[config.mk]
export PLATFORM = sky130hd
export DESIGN_NAME = beep_sequencer
export DESIGN_NICKNAME = d
export VERILOG_FILES = /design/src/rtl/beep_sequencer.sv
export SDC_FILE = /design/constraint.sdc
export NUM_CORES = 1
export LEC_CHECK = 0
export ABC_AREA = 1
export BUFFER_PORTS_ARGS = -buffer_cell sky130_fd_sc_hd__buf_2
export CAP_MARGIN = 20
export CORE_ASPECT_RATIO = 0.6
export CORE_MARGIN = 2
export CORE_UTILIZATION = 45
export CTS_CLUSTER_SIZE = 28
export DETAILED_ROUTE_END_ITERATION = 8
export GPL_ROUTABILITY_DRIVEN = 0
export PLACE_DENSITY = 0.75
export SETUP_SLACK_MARGIN = 0.15
export SLEW_MARGIN = 20
export SYNTH_ARGS = -nofsm -noshare
export SYNTH_HDL_FRONTEND = slang
export SYNTH_SLANG_ARGS = --single-unit
[constraint.sdc]
create_clock -name clk_1khz -period 3.9 [get_ports clk_1khz]
set_input_delay 0.195 -clock clk_1khz [delete_from_list [all_inputs] [get_ports clk_1khz]]
set_output_delay 0.195 -clock clk_1khz [all_outputs]
set_load 0.01 [all_outputs]
[src/rtl/beep_sequencer.sv]
`default_nettype none
// ============================================================================
//  Module   : beep_sequencer
//  Purpose  : Hourly chime / alarm buzzer sequencer with a tone generator.
//  Revision : 1.0 - initial release
// ============================================================================
module beep_sequencer #(
    parameter int TONE_DIV    = 1,
    parameter int ON_TICKS    = 200,
    parameter int OFF_TICKS   = 300,
    parameter int HOUR_MODE   = 1,
    parameter int FIXED_BEEPS = 3,
    parameter int ALARM_SEC   = 30
) (
    input  logic       clk_1khz,
    input  logic       switch_clr,
    input  logic       tick_1hz,
    input  logic       chime_req,
    input  logic [4:0] chime_hour,
    input  logic       alarm_hit,
    input  logic       alarm_en,
    input  logic       stop,
    output logic       beep,
    output logic       busy,
    output logic [1:0] mode
);

    localparam int c_MAX_TICKS = (ON_TICKS > OFF_TICKS) ? ON_TICKS : OFF_TICKS;
    localparam int c_PW        = $clog2(c_MAX_TICKS + 1);
    localparam int c_TW        = (TONE_DIV > 1) ? $clog2(TONE_DIV) : 1;

    localparam logic [c_PW-1:0] c_ON_LOAD    = c_PW'(ON_TICKS - 1);
    localparam logic [c_PW-1:0] c_OFF_LOAD   = c_PW'(OFF_TICKS - 1);
    localparam logic [c_PW-1:0] c_PHASE_ONE  = c_PW'(1);
    localparam logic [c_TW-1:0] c_TONE_LAST  = c_TW'(TONE_DIV - 1);
    localparam logic [c_TW-1:0] c_TONE_ONE   = c_TW'(1);
    localparam logic [5:0]      c_ALARM_LOAD = 6'(ALARM_SEC);
    localparam logic [3:0]      c_FIXED      = 4'(FIXED_BEEPS);

    typedef enum logic [2:0] {
        S_IDLE   = 3'd0,
        S_CH_ON  = 3'd1,
        S_CH_OFF = 3'd2,
        S_AL_ON  = 3'd3,
        S_AL_OFF = 3'd4
    } state_t;

    state_t            r_state;
    state_t            w_next;
    logic [c_PW-1:0]   r_phase;
    logic [c_TW-1:0]   r_tdiv;
    logic              r_tone;
    logic [5:0]        r_sec;
    logic [3:0]        r_count;

    logic              w_in_al;
    logic              w_alarm_acc;
    logic              w_chime_acc;
    logic              w_load_phase;
    logic              w_next_on;
    logic [3:0]        w_hour_mod;
    logic [3:0]        w_hour_count;
    logic [3:0]        w_chime_count;

    // hour mod 12 with 0 shown as 12; only meaningful for hours 0..23
    assign w_hour_mod    = 4'((chime_hour >= 5'd12) ? (chime_hour - 5'd12) : chime_hour);
    assign w_hour_count  = (w_hour_mod == 4'd0) ? 4'd12 : w_hour_mod;
    assign w_chime_count = (HOUR_MODE != 0) ? w_hour_count : c_FIXED;

    always_comb begin
        w_next      = r_state;
        w_alarm_acc = 1'b0;
        w_chime_acc = 1'b0;
        w_in_al     = (r_state == S_AL_ON) || (r_state == S_AL_OFF);
        busy        = (r_state != S_IDLE);
        mode        = 2'b00;

        if (r_state == S_CH_ON || r_state == S_CH_OFF) begin
            mode = 2'b01;
        end else if (w_in_al) begin
            mode = 2'b10;
        end

        // stop outranks every other event, even an alarm hit in IDLE
        if (stop || (w_in_al && !alarm_en)) begin
            w_next = S_IDLE;
        end else if (alarm_hit && alarm_en) begin
            w_next      = S_AL_ON;
            w_alarm_acc = 1'b1;
        end else if (w_in_al && tick_1hz && (r_sec == 6'd1)) begin
            w_next = S_IDLE;
        end else if (r_state == S_IDLE) begin
            if (chime_req && (chime_hour <= 5'd23)) begin
                w_next      = S_CH_ON;
                w_chime_acc = 1'b1;
            end
        end else if (r_phase == '0) begin
            case (r_state)
                S_CH_ON:  w_next = S_CH_OFF;
                S_CH_OFF: w_next = (r_count == 4'd0) ? S_IDLE : S_CH_ON;
                S_AL_ON:  w_next = S_AL_OFF;
                S_AL_OFF: w_next = S_AL_ON;
                default:  w_next = S_IDLE;
            endcase
        end

        w_load_phase = (w_next != r_state) || w_alarm_acc;
        w_next_on    = (w_next == S_CH_ON) || (w_next == S_AL_ON);
    end

    always_ff @(posedge clk_1khz or posedge switch_clr) begin
        if (switch_clr) begin
            r_state <= S_IDLE;
        end else begin
            r_state <= w_next;
        end
    end

    always_ff @(posedge clk_1khz or posedge switch_clr) begin
        if (switch_clr) begin
            r_phase <= '0;
        end else if (w_load_phase) begin
            case (w_next)
                S_CH_ON, S_AL_ON:   r_phase <= c_ON_LOAD;
                S_CH_OFF, S_AL_OFF: r_phase <= c_OFF_LOAD;
                default:            r_phase <= '0;
            endcase
        end else if (r_phase != '0) begin
            r_phase <= r_phase - c_PHASE_ONE;
        end
    end

    always_ff @(posedge clk_1khz or posedge switch_clr) begin
        if (switch_clr) begin
            r_count <= 4'd0;
        end else if (w_chime_acc) begin
            r_count <= w_chime_count;
        end else if (w_alarm_acc || (w_next == S_IDLE)) begin
            r_count <= 4'd0;
        end else if ((r_state == S_CH_ON) && (w_next == S_CH_OFF)) begin
            r_count <= r_count - 4'd1;
        end
    end

    always_ff @(posedge clk_1khz or posedge switch_clr) begin
        if (switch_clr) begin
            r_sec <= 6'd0;
        end else if (w_alarm_acc) begin
            r_sec <= c_ALARM_LOAD;
        end else if (w_next == S_IDLE) begin
            r_sec <= 6'd0;
        end else if (w_in_al && tick_1hz && (r_sec != 6'd0)) begin
            r_sec <= r_sec - 6'd1;
        end
    end

    // tone restarts low on every ON entry; beep is the registered tone
    always_ff @(posedge clk_1khz or posedge switch_clr) begin
        if (switch_clr) begin
            r_tone <= 1'b0;
            r_tdiv <= '0;
        end else if (!w_next_on || w_load_phase) begin
            r_tone <= 1'b0;
            r_tdiv <= '0;
        end else if (r_tdiv == c_TONE_LAST) begin
            r_tone <= ~r_tone;
            r_tdiv <= '0;
        end else begin
            r_tdiv <= r_tdiv + c_TONE_ONE;
        end
    end

    assign beep = r_tone;

endmodule
`default_nettype wire

-- Yosys cells after proc, flatten, opt, wreduce, memory -nomap -nowiden
Index checks and enable logic that the tools add are counted.
- magnitude comparators: 2
- muxes and demuxes: 32
- eq/ne operators: 11
- bitwise logic cells: 1
- add/sub/neg operators: 5
- reduce and logical (&&, ||, !) cells: 29
- operators by type and width (cell ; count):
    2-to-1 mux 4 bit ; 5
    2-to-1 mux 3 bit ; 6
    2-to-1 mux 6 bit ; 3
    2-to-1 mux 9 bit ; 2
    one-hot mux 9 bit (2 select lines) ; 1
    == test 3 x 2 -> 1 bit, second input constant ; 4
    2-to-1 mux 1 bit ; 12
    one-hot mux 3 bit (4 select lines) ; 1
    zero test 9 bit ; 1
    nonzero test 3 bit ; 3
    nonzero test 9 bit ; 1
    subtractor 9 x 1 -> 9 bit, second input constant ; 1
    zero test 4 bit ; 2
    logical AND 1 bit ; 7
    logical OR 1 bit ; 7
    == test 3 x 1 -> 1 bit, second input constant ; 2
    == test 3 bit, second input constant ; 2
    == test 6 x 1 -> 1 bit, second input constant ; 1
    zero test 3 bit ; 2
    nonzero test 6 bit ; 1
    subtractor 6 x 1 -> 6 bit, second input constant ; 1
    greater-or-equal comparator 5 x 4 -> 1 bit, second input constant ; 1
    less-or-equal comparator 5 bit, second input constant ; 1
    2-to-1 mux 2 bit ; 2
    9 further kinds ; 11
- bits in registers: 24
- logic and storage cells: 86
- bits of input ports: 12

-- Longest topological paths before layout
Gate-level depths: netlist (run 1).
- depth after elaboration: 13
- gate-level depth with buffers: 17
- depth with buffers taken out: 17

-- Least setup slack after synthesis (run 1)
Ideal clock, no wire load.
- kind: register to register
- from: register r_phase[0]
- to: register r_phase[1]
- setup time: 0.117 ns
- cell stages (with the launch flop): 17
- path slack: 2.062 ns
- data arrival time: 1.721 ns
- clock period less this slack: 1.838 ns
- path buffers: 1
- cells stage by stage: dfrtp_1 > inv_1 > ha_1 > nand2_1 > nor2_1 > nand2_2 > nand2_1 > nand3_1 > nand2_2 > nand2_2 > nand2_1 > nand2_1 > buf_4 > nand3b_1 > nand2_1 > nand2_1 > nand2_1
- word-level cells in the longest chain between the ends: 10
- RTL lines (item ; RTL line ; text):
    start, declared ; 50 ; logic [c_PW-1:0] r_phase;
    start signal, assigned ; 124 ; S_CH_ON, S_AL_ON: r_phase <= c_ON_LOAD;
    start signal, assigned ; 125 ; S_CH_OFF, S_AL_OFF: r_phase <= c_OFF_LOAD;
    start signal, assigned ; 129 ; r_phase <= r_phase - c_PHASE_ONE;
    zero test 9 bit ; 97 ; end else if (r_phase == '0) begin
    2-to-1 mux 3 bit ; 97 ;
    2-to-1 mux 3 bit ; 92 ; end else if (r_state == S_IDLE) begin
    2-to-1 mux 3 bit ; 90 ; end else if (w_in_al && tick_1hz && (r_sec == 6'd1)) begin
    2-to-1 mux 3 bit ; 87 ; end else if (alarm_hit && alarm_en) begin
    2-to-1 mux 3 bit ; 85 ; if (stop || (w_in_al && !alarm_en)) begin
    == test 3 x 2 -> 1 bit (tied with other cells) ; 123 ; case (w_next)
    OR reduction 2 bit ; 123 ;
    one-hot mux 9 bit (2 select lines) ; 123 ;
    2-to-1 mux 9 bit ; 122 ; end else if (w_load_phase) begin
Parallel ways exist; a longest one is shown, timed or not. The select of a mux whose other input is x is not followed.
A chain may end at the register's enable or synchronous reset.

-- Final worst setup path (run 1)
- from: register r_phase[0]
- to: register r_phase[8]
The elaborated chain is that of the path after synthesis.

==> flow_summary_export.csv, run 1 <==
group,metric,value,unit
outcome,status,"complete, no violations",
sta,max_freq,408.9,MHz
placed_design,pre_cts_ws,1577,ps
synth,syn_area_per_cell,7.085,um^2
global_routing,grt_pass1_vias,1544,
layout,instances_no_fill,341,
cts,cts_setup_buffers,0,
global_routing,overflow,0,
synth,synth_xor_area_share,5.556,%
detailed_routing,vias_per_cell,5.100,
cts,cts_tree,"yes",
cts,root_buffer,"clkbuf_8",
sta,tightest_slew,925.9,ps
cts,cts_hold_buf,0,
placed_design,dp_cells,337,
global_routing,globalRouteTotalUtil,19.87,%
cts,cts.path.max_buffers,2,
detailed_routing,vias,1739,
detailed_routing,wirelength,4211,um
global_routing,grt_pass1_wl,7189,um
synth,syn_area,1892,um^2
floorplan,coreArea,4076,um^2
synth,synth_top_family_by_area,"simple AND/OR/NAND/NOR gates",
synth,synth.distinct_cells,33,
cts,cts_made_buffers,3,
worst_setup_path,path_cells,"inv_1 -> ha_1 -> nand2_1 -> nor3_2 -> nand2_1 -> nand3_1 -> nand2_2 -> nand2_2 -> nand2_1 -> nand2_1 -> nand3_1 -> inv_1 -> a21oi_1",
global_routing,grt_max_degree,24,
worst_setup_path,path_max_fanout,12,
sta,finalSetupTns,0,ps
layout,layout_common_cells,"nand2_1 (69), inv_1 (32), nand3_1 (31)",
detailed_routing,drt-initial-drc-count,163,
synth,synth-seq-cells,23,
detailed_routing,firstDrtPassIters,4,
floorplan,rows,18,
detailed_routing,drc_errors,0,
worst_setup_path,cp.required,4060,ps
sta,layout_setup_ws,1454,ps
placed_design,hpwl,3214,um
synth,yosysWarnings,0,
worst_setup_path,cpPeakStageDelay,380,ps
sta,setup_viol,0,
cts,worstSkewPairLatency,280,ps
floorplan,ios,16,
job,cap_viol_max_count,0,
power,vdd_drop_max,0.0002417,V
sta,grt_setup_unrepaired,"false",
sta,period_share,62.71,%
worst_setup_path,end_kind,"flop",
power,p_per_area,615.6,nW/um^2
layout,post-route-util,50.15,%
sta,clock_skew,6.576,ps
synth,syn_nets,287,
floorplan,fp.dieW,87.71,um
layout,final_nets,302,
min_path,hold_path_class,"input port to async pin",
synth,synthAdderAreaFrac,5.291,%
global_routing,antenna_found_initial,0,
detailed_routing,wl_per_cell,12.35,um
worst_setup_path,slowest_stage,"dfrtp_1",
floorplan,die-area,4756,um^2
layout,syn_to_final_growth,8.069,%
worst_setup_path,path_buf_inv,2,
synth,synth_compound_area_share,7.870,%
layout,final_common_cell,"nand2_1",
floorplan,start_util,46.41,%
synth,synth_mux_area_share,0,%
synth,yosysSeqAreaShare,30.42,%
worst_setup_path,cpMostUsedCell,"nand2_1",
worst_setup_path,critPathTopFamily,"simple AND/OR/NAND/NOR gates",
cts,path_clk_slew,90,ps
sta,period_minus_slack,2446,ps
worst_setup_path,cp.arrival,2610,ps
floorplan,die_h,54.23,um
layout,drive_gt1_share,17.79,%
sta,relSlewSlack,38.21,%
synth,syn_inst,267,
cts,ctsResizeCount,0,
synth,synth-simple-area-share,41.07,%
sta,hold_viol_final,0,
power,p_leak,1.106,nW
worst_setup_path,cp-start-kind,"flop",
detailed_routing,antenna_left,0,
worst_setup_path,worstSetupPathType,"flop to flop",
cts,clkSinkCount,23,
sta,slew_viol_final,0,
layout,diodes,0,
cts,ctsHtreeMaxLevel,1,
placed_design,portBuffers,15,
[worst reg2reg max path, cell delays in order, from the launching register on]
cell     delay, ps
dfrtp_1        380
inv_1          130
ha_1           210
nand2_1         90
nor3_2         270
nand2_1        100
nand3_1         90
nand2_2         90
nand2_2        130
nand2_1         60
nand2_1        310
nand3_1        170
inv_1          200
a21oi_1         80
[worst paths after layout]
check	to	from	slack, ps	cells after the start
worst max-delay path	r_phase[8]	r_phase[0]	1450	13
min in group clk_1khz	r_count[0]	chime_hour[0]	260	5
max in group asynchronous	r_phase[1]	switch_clr	3230	2
worst min-delay path	r_phase[5]	switch_clr	110	2
worst min register to register	beep	beep	450	1
worst max register to register	r_phase[8]	r_phase[0]	1450	13
[stage by stage]
| step | hold slack [ps] | instance area [um^2] | power (mW) |
|---|---|---|---|
| finish | 107.2 | 2044 | 1.259 |
| global route | 188.0 | 2044 | 1.379 |
| CTS | 139.8 | 2044 | 1.253 |
| detailed placement | 436.6 | 1996 | 1.084 |
| global placement | 435.9 | 1996 | 1.081 |
| floorplan | 196.9 | 1892 | 0.9545 |
[cells by family after synthesis]
family / after synthesis
compound gates: 26
xor+xnor: 12
fa+ha+maj: 8
buf+inv: 42
flops: 23
simple gates: 156
[synth_stat cells (all sizes together)]
cell,instances,area share (%)
and2,1,0.33
clkinv,1,0.20
a31oi,2,0.66
a211oi,1,0.40
inv,36,7.1
ha,8,5.3
dfrtp,23,30
nand4,7,2.3
nor3,3,1.1
nand2,83,19
nand3,35,11
buf,5,2.4
xor2,9,4.2
nor2,25,6.8
xnor2,3,1.4
o31ai,1,0.40
o21ai,9,2.6
nand3b,1,0.40
nor4,1,0.33
a21oi,12,3.2
o211ai,1,0.66
[registers in the layout, summed over array words and instances (netlist names)]
name,cells
r_state,3
r_phase,9
r_count,4
beep,1
r_sec,6
[per-layer routing]
metal | vias to the layer above | share of wire (%) | track usage (%)
li1 | 886 | - | -
met1 | 792 | 52 | 30.02
met2 | 56 | 39 | 28.16
met3 | 5 | 7.7 | 4.676
met4 | 0 | 1.2 | 5.385
met5 | - | 0 | 0
[where the power goes]
group	leakage (nW)	switching, mW	internal (mW)
clock network	0.0217	0.0892	0.0726
logic	0.781	0.460	0.254
registers	0.303	0.0708	0.312
total	1.11	0.620	0.639
[final cells by class]
type	count	area [um^2]
clock buffer	3	41.29
inverter	37	138.9
clock inverter	1	7.507
sequential	23	575.6
timing repair buffer	15	75.07
tap	60	75.07
fill	404	2032
multi-input combinational	202	1131
(Power assumes the default switching activity.)
==> run 2: changes to the inputs <==
==> constraint.sdc (replaced) <==
create_clock -name clk_1khz -period 2.35 [get_ports clk_1khz]
set_input_delay 0.1175 -clock clk_1khz [delete_from_list [all_inputs] [get_ports clk_1khz]]
set_output_delay 0.1175 -clock clk_1khz [all_outputs]
set_load 0.01 [all_outputs]
==> flow_summary_export.csv, run 2 (synthesized netlist as in run 1, its figures left out) <==
group,metric,value,unit
outcome,status,"complete, no violations",
global_routing,globalRouteTotalUtil,18.73,%
worst_setup_path,path_max_fanout,8,
worst_setup_path,cp.required,2560,ps
global_routing,antenna_found_initial,0,
floorplan,die-area,4756,um^2
detailed_routing,antenna_left,0,
sta,period_minus_slack,2100,ps
worst_setup_path,end_kind,"flop",
placed_design,hpwl,3217,um
layout,final_nets,312,
cts,root_buffer,"clkbuf_8",
floorplan,die_h,54.23,um
detailed_routing,vias,1756,
power,vdd_drop_max,0.0004488,V
layout,max_flop_register,"r_phase",
sta,tightest_slew,905.6,ps
job,cap_viol_max_count,0,
layout,reg_top3,"r_phase x9, r_sec x6, r_count x4",
power,p_per_area,1037,nW/um^2
worst_setup_path,cp-start-kind,"flop",
detailed_routing,drt-initial-drc-count,118,
global_routing,grt_pass1_vias,1480,
layout,syn_to_final_growth,14.75,%
detailed_routing,drc_errors,0,
cts,path_clk_slew,80,ps
sta,max_freq,476.2,MHz
sta,relSlewSlack,39.56,%
min_path,hold_path_class,"input port to async pin",
cts,clkSinkCount,23,
sta,grt_setup_unrepaired,"false",
power,p_leak,1.167,nW
cts,cts_made_buffers,3,
placed_design,portBuffers,15,
detailed_routing,vias_per_cell,5.003,
detailed_routing,wl_per_cell,12.30,um
cts,worstSkewPairLatency,270,ps
layout,instances_no_fill,351,
detailed_routing,firstDrtPassIters,4,
power,power,2.251,mW
sta,slew_viol_final,0,
worst_setup_path,cp.arrival,2310,ps
floorplan,coreArea,4076,um^2
layout,drive_gt1_share,23.71,%
floorplan,rows,18,
sta,period_share,89.35,%
layout,layout_common_cells,"nand2_1 (67), inv_1 (29), nand3_1 (28)",
layout,final_common_cell,"nand2_1",
sta,finalSetupTns,0,ps
cts,cts_hold_buf,0,
detailed_routing,wirelength,4318,um
floorplan,ios,16,
layout,largest_reg_flops,9,
floorplan,start_util,46.41,%
global_routing,grt_max_degree,24,
floorplan,fp.dieW,87.71,um
placed_design,dp_cells,342,
sta,setup_viol,0,
global_routing,grt_pass1_wl,6748,um
layout,fillers,370,
cts,ctsHtreeMaxLevel,1,
cts,cts_tree,"yes",
worst_setup_path,worstSetupPathType,"flop to flop",
global_routing,overflow,0,
layout,diodes,0,
sta,hold_viol_final,0,
sta,clock_skew,3.755,ps
cts,cts.path.max_buffers,2,
run 2: changes by cell type in the layout (fill, tap and decap cells not counted), moves of 2 or more:
cell,previous run,this run
nand2_4,3,6
inv_1,32,29
buf_4,0,8
buf_6,0,2
nand3_2,3,6
nand2_1,69,67
nand3_1,31,28
inv_2,4,7
run 2: critical path, stage by stage (launching register included):
cell and delay [ps]:
dfrtp_1 390, inv_2 80, ha_2 190, nand2_1 100, nor3_4 230, nand2_1 70
nand3_1 90, nand2_2 80, nand2_2 120, nand2_1 100, nand2_4 100, buf_4 170
nand3b_1 120, nand2_1 90, nand2_1 50, nand2_1 50
run 2: report_power, final:
part           internal, mW  switching, mW
logic                 0.534          0.830
registers             0.518          0.117
clock network         0.121          0.130
run 2: layer usage:
layer,share of wire (%),wire [um],track usage (%),up-vias
met1,53,2270,28.17,785
met3,7.7,333,6.335,2
met2,39,1686,25.63,58
met5,0,0,0,-
li1,-,-,-,911
met4,0.63,27,3.846,0
run 2: what timing repair did:
item                                    in CTS  in global routing
endpoints found under the setup margin       0                 17
resized for setup                            0                 16
setup buffers                                0                  5
run 2: area by class of cell:
type | instances | area [um^2] | share of cell area (%)
well taps | 60 | 75.07 | 3.458
flip-flops and latches | 23 | 575.6 | 26.51
clock buffers | 4 | 45.04 | 2.075
repair buffers | 25 | 157.7 | 7.262
inverters | 37 | 138.9 | 6.398
multi-input cells | 202 | 1179 | 54.29
run 2: final timing paths:
kind / from / depth (start not counted) / slack, ps / endpoint
worst max register to register: r_phase[0] / 15 / 250 / r_phase[1]
max in group asynchronous: switch_clr / 2 / 1760 / r_state[0]
worst min register to register: beep / 1 / 440 / beep
worst min-delay path: switch_clr / 2 / 30 / r_phase[7]
worst max-delay path: r_phase[0] / 15 / 250 / r_phase[1]
min in group clk_1khz: chime_hour[1] / 5 / 210 / r_count[1]
run 2: stage by stage:
step	utilization (%)	hold slack [ps]	area (um^2)	setup slack [ps]
global placement	49.88	367.3	2033	224.8
global route	53.25	116.0	2171	128.7
CTS	50.98	71.79	2078	173.2
floorplan	-	119.4	1892	512.2
detailed placement	49.88	363.4	2033	183.2
finish	53.25	33.98	2171	250.2
